## config.mk

```make
export PLATFORM = sky130hd
export DESIGN_NAME = udp_receiver
export DESIGN_NICKNAME = d
export VERILOG_FILES = /design/src/rtl/udp_pkg.sv /design/src/rtl/udp_receiver.sv
export SDC_FILE = /design/constraint.sdc
export NUM_CORES = 1
export LEC_CHECK = 0
export ABC_AREA = 1
export CAP_MARGIN = 20
export CORE_MARGIN = 2
export CORE_UTILIZATION = 45
export DETAILED_ROUTE_END_ITERATION = 7
export PLACE_DENSITY = 0.68
export SYNTH_ARGS = -nofsm -noshare
export SYNTH_HDL_FRONTEND = slang
export SYNTH_SLANG_ARGS = --single-unit
```

## constraint.sdc

```tcl
create_clock -name clk -period 2.2 [get_ports clk]
set_input_delay 0.44 -clock clk [delete_from_list [all_inputs] [get_ports clk]]
set_output_delay 0.44 -clock clk [all_outputs]
set_load 0.1 [all_outputs]
```

## src/rtl/udp_pkg.sv

```systemverilog
// Shared types and constants for the UDP receiver: FSM states, error codes,
// header byte offsets and the debug view.
package udp_pkg;

  typedef enum logic [2:0] {
    ST_IDLE    = 3'd0,
    ST_HDR     = 3'd1,
    ST_PAYLOAD = 3'd2,
    ST_DROP    = 3'd3,
    ST_END     = 3'd4
  } udp_state_e;

  localparam logic [2:0] ERR_OK      = 3'd0;
  localparam logic [2:0] ERR_PORT    = 3'd1;
  localparam logic [2:0] ERR_LEN_BAD = 3'd2;
  localparam logic [2:0] ERR_TRUNC   = 3'd3;
  localparam logic [2:0] ERR_OVERRUN = 3'd4;

  localparam logic [2:0] OFF_SRC_HI  = 3'd0;
  localparam logic [2:0] OFF_SRC_LO  = 3'd1;
  localparam logic [2:0] OFF_DST_HI  = 3'd2;
  localparam logic [2:0] OFF_DST_LO  = 3'd3;
  localparam logic [2:0] OFF_LEN_HI  = 3'd4;
  localparam logic [2:0] OFF_LEN_LO  = 3'd5;
  localparam logic [2:0] OFF_CSUM_HI = 3'd6;
  localparam logic [2:0] OFF_CSUM_LO = 3'd7;

  localparam logic [15:0] UDP_HDR_LEN = 16'd8;

  typedef struct packed {
    udp_state_e  state;
    logic [15:0] csum;
  } udp_dbg_t;

  function automatic logic [15:0] sat_inc(input logic [15:0] v);
    return (v == 16'hFFFF) ? v : v + 16'd1;
  endfunction

endpackage

```

## src/rtl/udp_receiver.sv

```systemverilog
// UDP datagram receiver: parses the 8-byte header, forwards the payload one
// cycle after sampling, and reports a status code with a pkt_done pulse.
module udp_receiver
  import udp_pkg::*;
#(
  parameter logic [15:0] LOCAL_PORT = 16'd5001,
  parameter int          CHECK_PORT = 1
) (
  input  logic        clk,
  input  logic        rst_n,
  input  logic [7:0]  udp_data,
  input  logic        udp_valid,
  output logic [15:0] src_port,
  output logic [15:0] udp_len,
  output logic [7:0]  payload_data,
  output logic        payload_valid,
  output logic        payload_last,
  output logic        pkt_done,
  output logic [2:0]  err_code,
  output udp_dbg_t    dbg
);

  udp_state_e  state_q, state_d;
  logic [15:0] cnt_q, cnt_d;
  logic [15:0] dst_q, dst_d;
  logic [15:0] csum_q, csum_d;
  logic [2:0]  err_q, err_d;
  logic        sync_q, sync_d;
  logic [15:0] src_port_q, src_port_d;
  logic [15:0] udp_len_q, udp_len_d;
  logic [7:0]  payload_data_q, payload_data_d;
  logic        payload_valid_q, payload_valid_d;
  logic        payload_last_q, payload_last_d;
  logic        pkt_done_q, pkt_done_d;
  logic [2:0]  err_code_q, err_code_d;

  always_comb begin
    state_d         = state_q;
    cnt_d           = cnt_q;
    dst_d           = dst_q;
    csum_d          = csum_q;
    err_d           = err_q;
    sync_d          = sync_q;
    src_port_d      = src_port_q;
    udp_len_d       = udp_len_q;
    payload_data_d  = payload_data_q;
    payload_valid_d = 1'b0;
    payload_last_d  = 1'b0;
    pkt_done_d      = 1'b0;
    err_code_d      = err_code_q;

    case (state_q)
      ST_IDLE: begin
        // sync_q stays low after reset until udp_valid is seen low, so the
        // tail of an interrupted datagram is never mistaken for a header.
        if (!udp_valid) begin
          sync_d = 1'b1;
        end else if (sync_q) begin
          src_port_d = {udp_data, src_port_q[7:0]};
          cnt_d      = 16'd1;
          err_d      = ERR_OK;
          state_d    = ST_HDR;
        end
      end

      ST_HDR: begin
        if (!udp_valid) begin
          pkt_done_d = 1'b1;
          err_code_d = ERR_TRUNC;
          state_d    = ST_IDLE;
        end else begin
          cnt_d = sat_inc(cnt_q);
          case (cnt_q[2:0])
            OFF_SRC_LO:  src_port_d[7:0]  = udp_data;
            OFF_DST_HI:  dst_d[15:8]      = udp_data;
            OFF_DST_LO:  dst_d[7:0]       = udp_data;
            OFF_LEN_HI:  udp_len_d[15:8]  = udp_data;
            OFF_LEN_LO:  udp_len_d[7:0]   = udp_data;
            OFF_CSUM_HI: csum_d[15:8]     = udp_data;
            default:     csum_d[7:0]      = udp_data;
          endcase
          // Length and destination are complete before the last checksum byte.
          if (cnt_q[2:0] == OFF_CSUM_LO) begin
            if (udp_len_q < UDP_HDR_LEN) begin
              err_d   = ERR_LEN_BAD;
              state_d = ST_DROP;
            end else if ((CHECK_PORT != 0) && (dst_q != LOCAL_PORT)) begin
              err_d   = ERR_PORT;
              state_d = ST_DROP;
            end else if (udp_len_q == UDP_HDR_LEN) begin
              state_d = ST_END;
            end else begin
              state_d = ST_PAYLOAD;
            end
          end
        end
      end

      ST_PAYLOAD: begin
        if (!udp_valid) begin
          pkt_done_d = 1'b1;
          err_code_d = ERR_TRUNC;
          state_d    = ST_IDLE;
        end else begin
          cnt_d           = sat_inc(cnt_q);
          payload_data_d  = udp_data;
          payload_valid_d = 1'b1;
          if (cnt_q == udp_len_q - 16'd1) begin
            payload_last_d = 1'b1;
            state_d        = ST_END;
          end
        end
      end

      ST_DROP: begin
        if (!udp_valid) begin
          pkt_done_d = 1'b1;
          err_code_d = err_q;
          state_d    = ST_IDLE;
        end
      end

      ST_END: begin
        if (!udp_valid) begin
          pkt_done_d = 1'b1;
          err_code_d = err_q;
          state_d    = ST_IDLE;
        end else if (err_q == ERR_OK) begin
          err_d = ERR_OVERRUN;
        end
      end

      default: state_d = ST_IDLE;
    endcase
  end

  always_ff @(posedge clk or negedge rst_n) begin
    if (!rst_n) begin
      state_q         <= ST_IDLE;
      cnt_q           <= 16'd0;
      dst_q           <= 16'd0;
      csum_q          <= 16'd0;
      err_q           <= ERR_OK;
      sync_q          <= 1'b0;
      src_port_q      <= 16'd0;
      udp_len_q       <= 16'd0;
      payload_data_q  <= 8'd0;
      payload_valid_q <= 1'b0;
      payload_last_q  <= 1'b0;
      pkt_done_q      <= 1'b0;
      err_code_q      <= ERR_OK;
    end else begin
      state_q         <= state_d;
      cnt_q           <= cnt_d;
      dst_q           <= dst_d;
      csum_q          <= csum_d;
      err_q           <= err_d;
      sync_q          <= sync_d;
      src_port_q      <= src_port_d;
      udp_len_q       <= udp_len_d;
      payload_data_q  <= payload_data_d;
      payload_valid_q <= payload_valid_d;
      payload_last_q  <= payload_last_d;
      pkt_done_q      <= pkt_done_d;
      err_code_q      <= err_code_d;
    end
  end

  assign src_port      = src_port_q;
  assign udp_len       = udp_len_q;
  assign payload_data  = payload_data_q;
  assign payload_valid = payload_valid_q;
  assign payload_last  = payload_last_q;
  assign pkt_done      = pkt_done_q;
  assign err_code      = err_code_q;
  assign dbg           = '{state: state_q, csum: csum_q};

endmodule

```

==> flow_summary.ini <==
[run_status]
status = complete, no violations

[timing]
post-route-period-util_pct = 93.1
finalMaxSlewViolations = 0
fin_skew_ps = 11.1
hold_viol = 0
period_minus_slack_ps = 2050
worst_pin_slew_ps = 443
setup_ws_ps = 151
grt_setup_unrepaired = no
fin_setup_tns_ps = 0
max_freq_mhz = 488
relSlewSlack_pct = 70.4
setup_viol = 0

[logic_synthesis]
synth_seq_area_share_pct = 48.9
ys.flop_type = dfrtp_1
synthDistinctLibCells = 38
synthAdderAreaFrac_pct = 1.70
synth_top_area_cell = dfrtp_1
yosys-top-cells-area = dfrtp_1 49%, nand2_1 12%, o21ai_0 7.2%, nor2_1 4.5%, inv_1 3.9%
yosys_warnings = 0
synth_cells = 628
synth_top_family_by_area = simple AND/OR/NAND/NOR gates
syn-cell-area_um2 = 5160
synth_area_per_cell_um2 = 8.22
synth_top_area_share_pct = 48.9
ys_ff_latch = 101
yosys.area_share.simple_pct = 28.0
synth_mux_area_share_pct = 0
synth_xor_area_share_pct = 3.39
synth_edf_count = 0
postSynth.asyncResetShare_pct = 100
synth_compound_area_share_pct = 11.5
syn-num-nets = 646

[die]
ios = 76
rows = 39
die_w_um = 111
die_area_um2 = 12400
core_area_um2 = 11300
die_y_um = 111
initial_core_util_pct = 45.6

[detailed_routing]
drtIter0Drc = 385
wirelength_um = 13300
viasPerCell = 5.15
wire_per_inst_um = 15.3
drc_errors = 0
drtPass1Iterations = 5
drtAntennaViolNets = 0
vias = 4482

[setup_path]
end_kind = flip-flop
crit_fanout = 6
crit_type = flip-flop to flip-flop
start_kind = flip-flop
required_ps = 2440
arrival_ps = 2290

[run]
drv_cap = 0

[min_path]
hold_path.class = primary input to asynchronous set/reset pin

[global_routing]
antenna_found_initial = 0
grt_overflow_total = 0
grt_max_degree = 67
grtUsageTotal_pct = 22.5
grt_pass1_vias = 4254
grt_pass1_wl_um = 22000

[placed_design]
portBuffers = 75
dp_hpwl_um = 9820
dpl_cell_area_um2 = 6030
gp_congestion = 0.895
dp_slack_ps = 147

[layout]
nets = 740
stdcell_area_um2 = 6360
final_core_util_pct = 56.2
final-seq-area_um2 = 2530
layout_common_cells = 162 x nand2_1, 96 x dfrtp_1, 86 x buf_4
syn_to_final_growth_pct = 23.2
multi_input_area_um2 = 2300
layout-drive-gt1-share_pct = 21.2
nFillCells = 1062
antenna_cells = 0
layout_commonest_cell = nand2_1

[clocking]
clock_path_buffers = 2
htreeDepth = 3
cts_made_buffers = 9
cts.sinks = 101
clk_pin_slew_worst_paths_ps = 70
worstSkewPairLatency_ps = 360
cts_tree = built
cts-root-buf = clkbuf_16
cts.repair.resized = 0
layout make-up:
type,instances,area share [%]
clock inverter,7,1.49
multi-input combinational,448,36.2
clock buffer,9,3.54
inverter,64,3.82
sequential,101,39.8
timing repair buffer,98,12.4
tap,143,2.81
cells by family (layout without fill, tap and decap cells):
family / Yosys count / in the layout
compound gates: 105 / 105
buf+inv: 79 / 178
fa+ha+maj: 7 / 7
xor+xnor: 20 / 20
simple gates: 316 / 316
flops: 101 / 101
path summary, 6_finish.rpt:
| check | from | end | slack (ps) | cells after the start |
|---|---|---|---|---|
| min in group clk | sync_q$_DFFE_PN0P_ | sync_q$_DFFE_PN0P_ | 490 | 1 |
| max reg2reg | udp_len[4]$_DFFE_PN0P_ | state_q[0]$_DFFE_PN0P_ | 150 | 12 |
| max in group asynchronous | rst_n | state_q[2]$_DFFE_PN0P_ | 1160 | 3 |
| min reg2reg | sync_q$_DFFE_PN0P_ | sync_q$_DFFE_PN0P_ | 490 | 1 |
| max | udp_len[4]$_DFFE_PN0P_ | state_q[0]$_DFFE_PN0P_ | 150 | 12 |
| min | rst_n | cnt_q[15]$_DFFE_PN0P_ | 420 | 2 |
what timing repair did:
action	4_1_cts	5_1_grt
setup buffers	0	0
hold endpoints to repair	3	0
hold buffers	1	0
metal layers:
layer	routed length [um]	part of all wire, %	vias to the layer above	track usage, %
met5	0	0	-	0
met4	240	1.8	0	6.58
met1	6000	45	2132	30.7
li1	-	-	2214	-
met3	678	5.1	17	4.37
met2	6370	48	119	36.6
synth_stat cells, types with 6 or more instances:
library cell / instances
a21oi_1: 10
clkbuf_1: 6
dfrtp_1: 101
ha_1: 7
inv_1: 54
inv_2: 9
nand2_1: 162
nand3_1: 39
nand4_1: 7
nor2_1: 62
nor2_2: 8
nor3_1: 14
o21ai_0: 74
o21ai_2: 7
xor2_1: 15
critical path, stage by stage, from the launching register on:
cell     delay [ps]
dfrtp_1         490
nor2_2          160
nand2_1         110
nor2_2          190
nand2_1         100
xor2_1          260
nand3_1         150
nor2_2          140
nand2_2          80
nand2_4          90
nand2_4          50
nand2_1          60
nand2_1          50
sequential cells by signal (all words and copies together) (netlist names):
register       flops
cnt_q             16
sync_q             1
dst_q             16
err_code           3
err_q              3
pkt_done           1
state_q            3
payload_valid      1
payload_data       8
udp_len           16
payload_last       1
src_port          16
csum_q            16
through the flow:
stage | hold slack, ps | std cells
2_1_floorplan | 144 | 628
3_3_place_gp | 249 | 853
3_5_place_dp | 248 | 853
4_1_cts | 408 | 870
5_1_grt | 420 | 870
6_report | 420 | 870
Power is left out: the tool's default activity adds up to more than one toggle a clock period on the data nets, which glitch-free logic cannot reach.
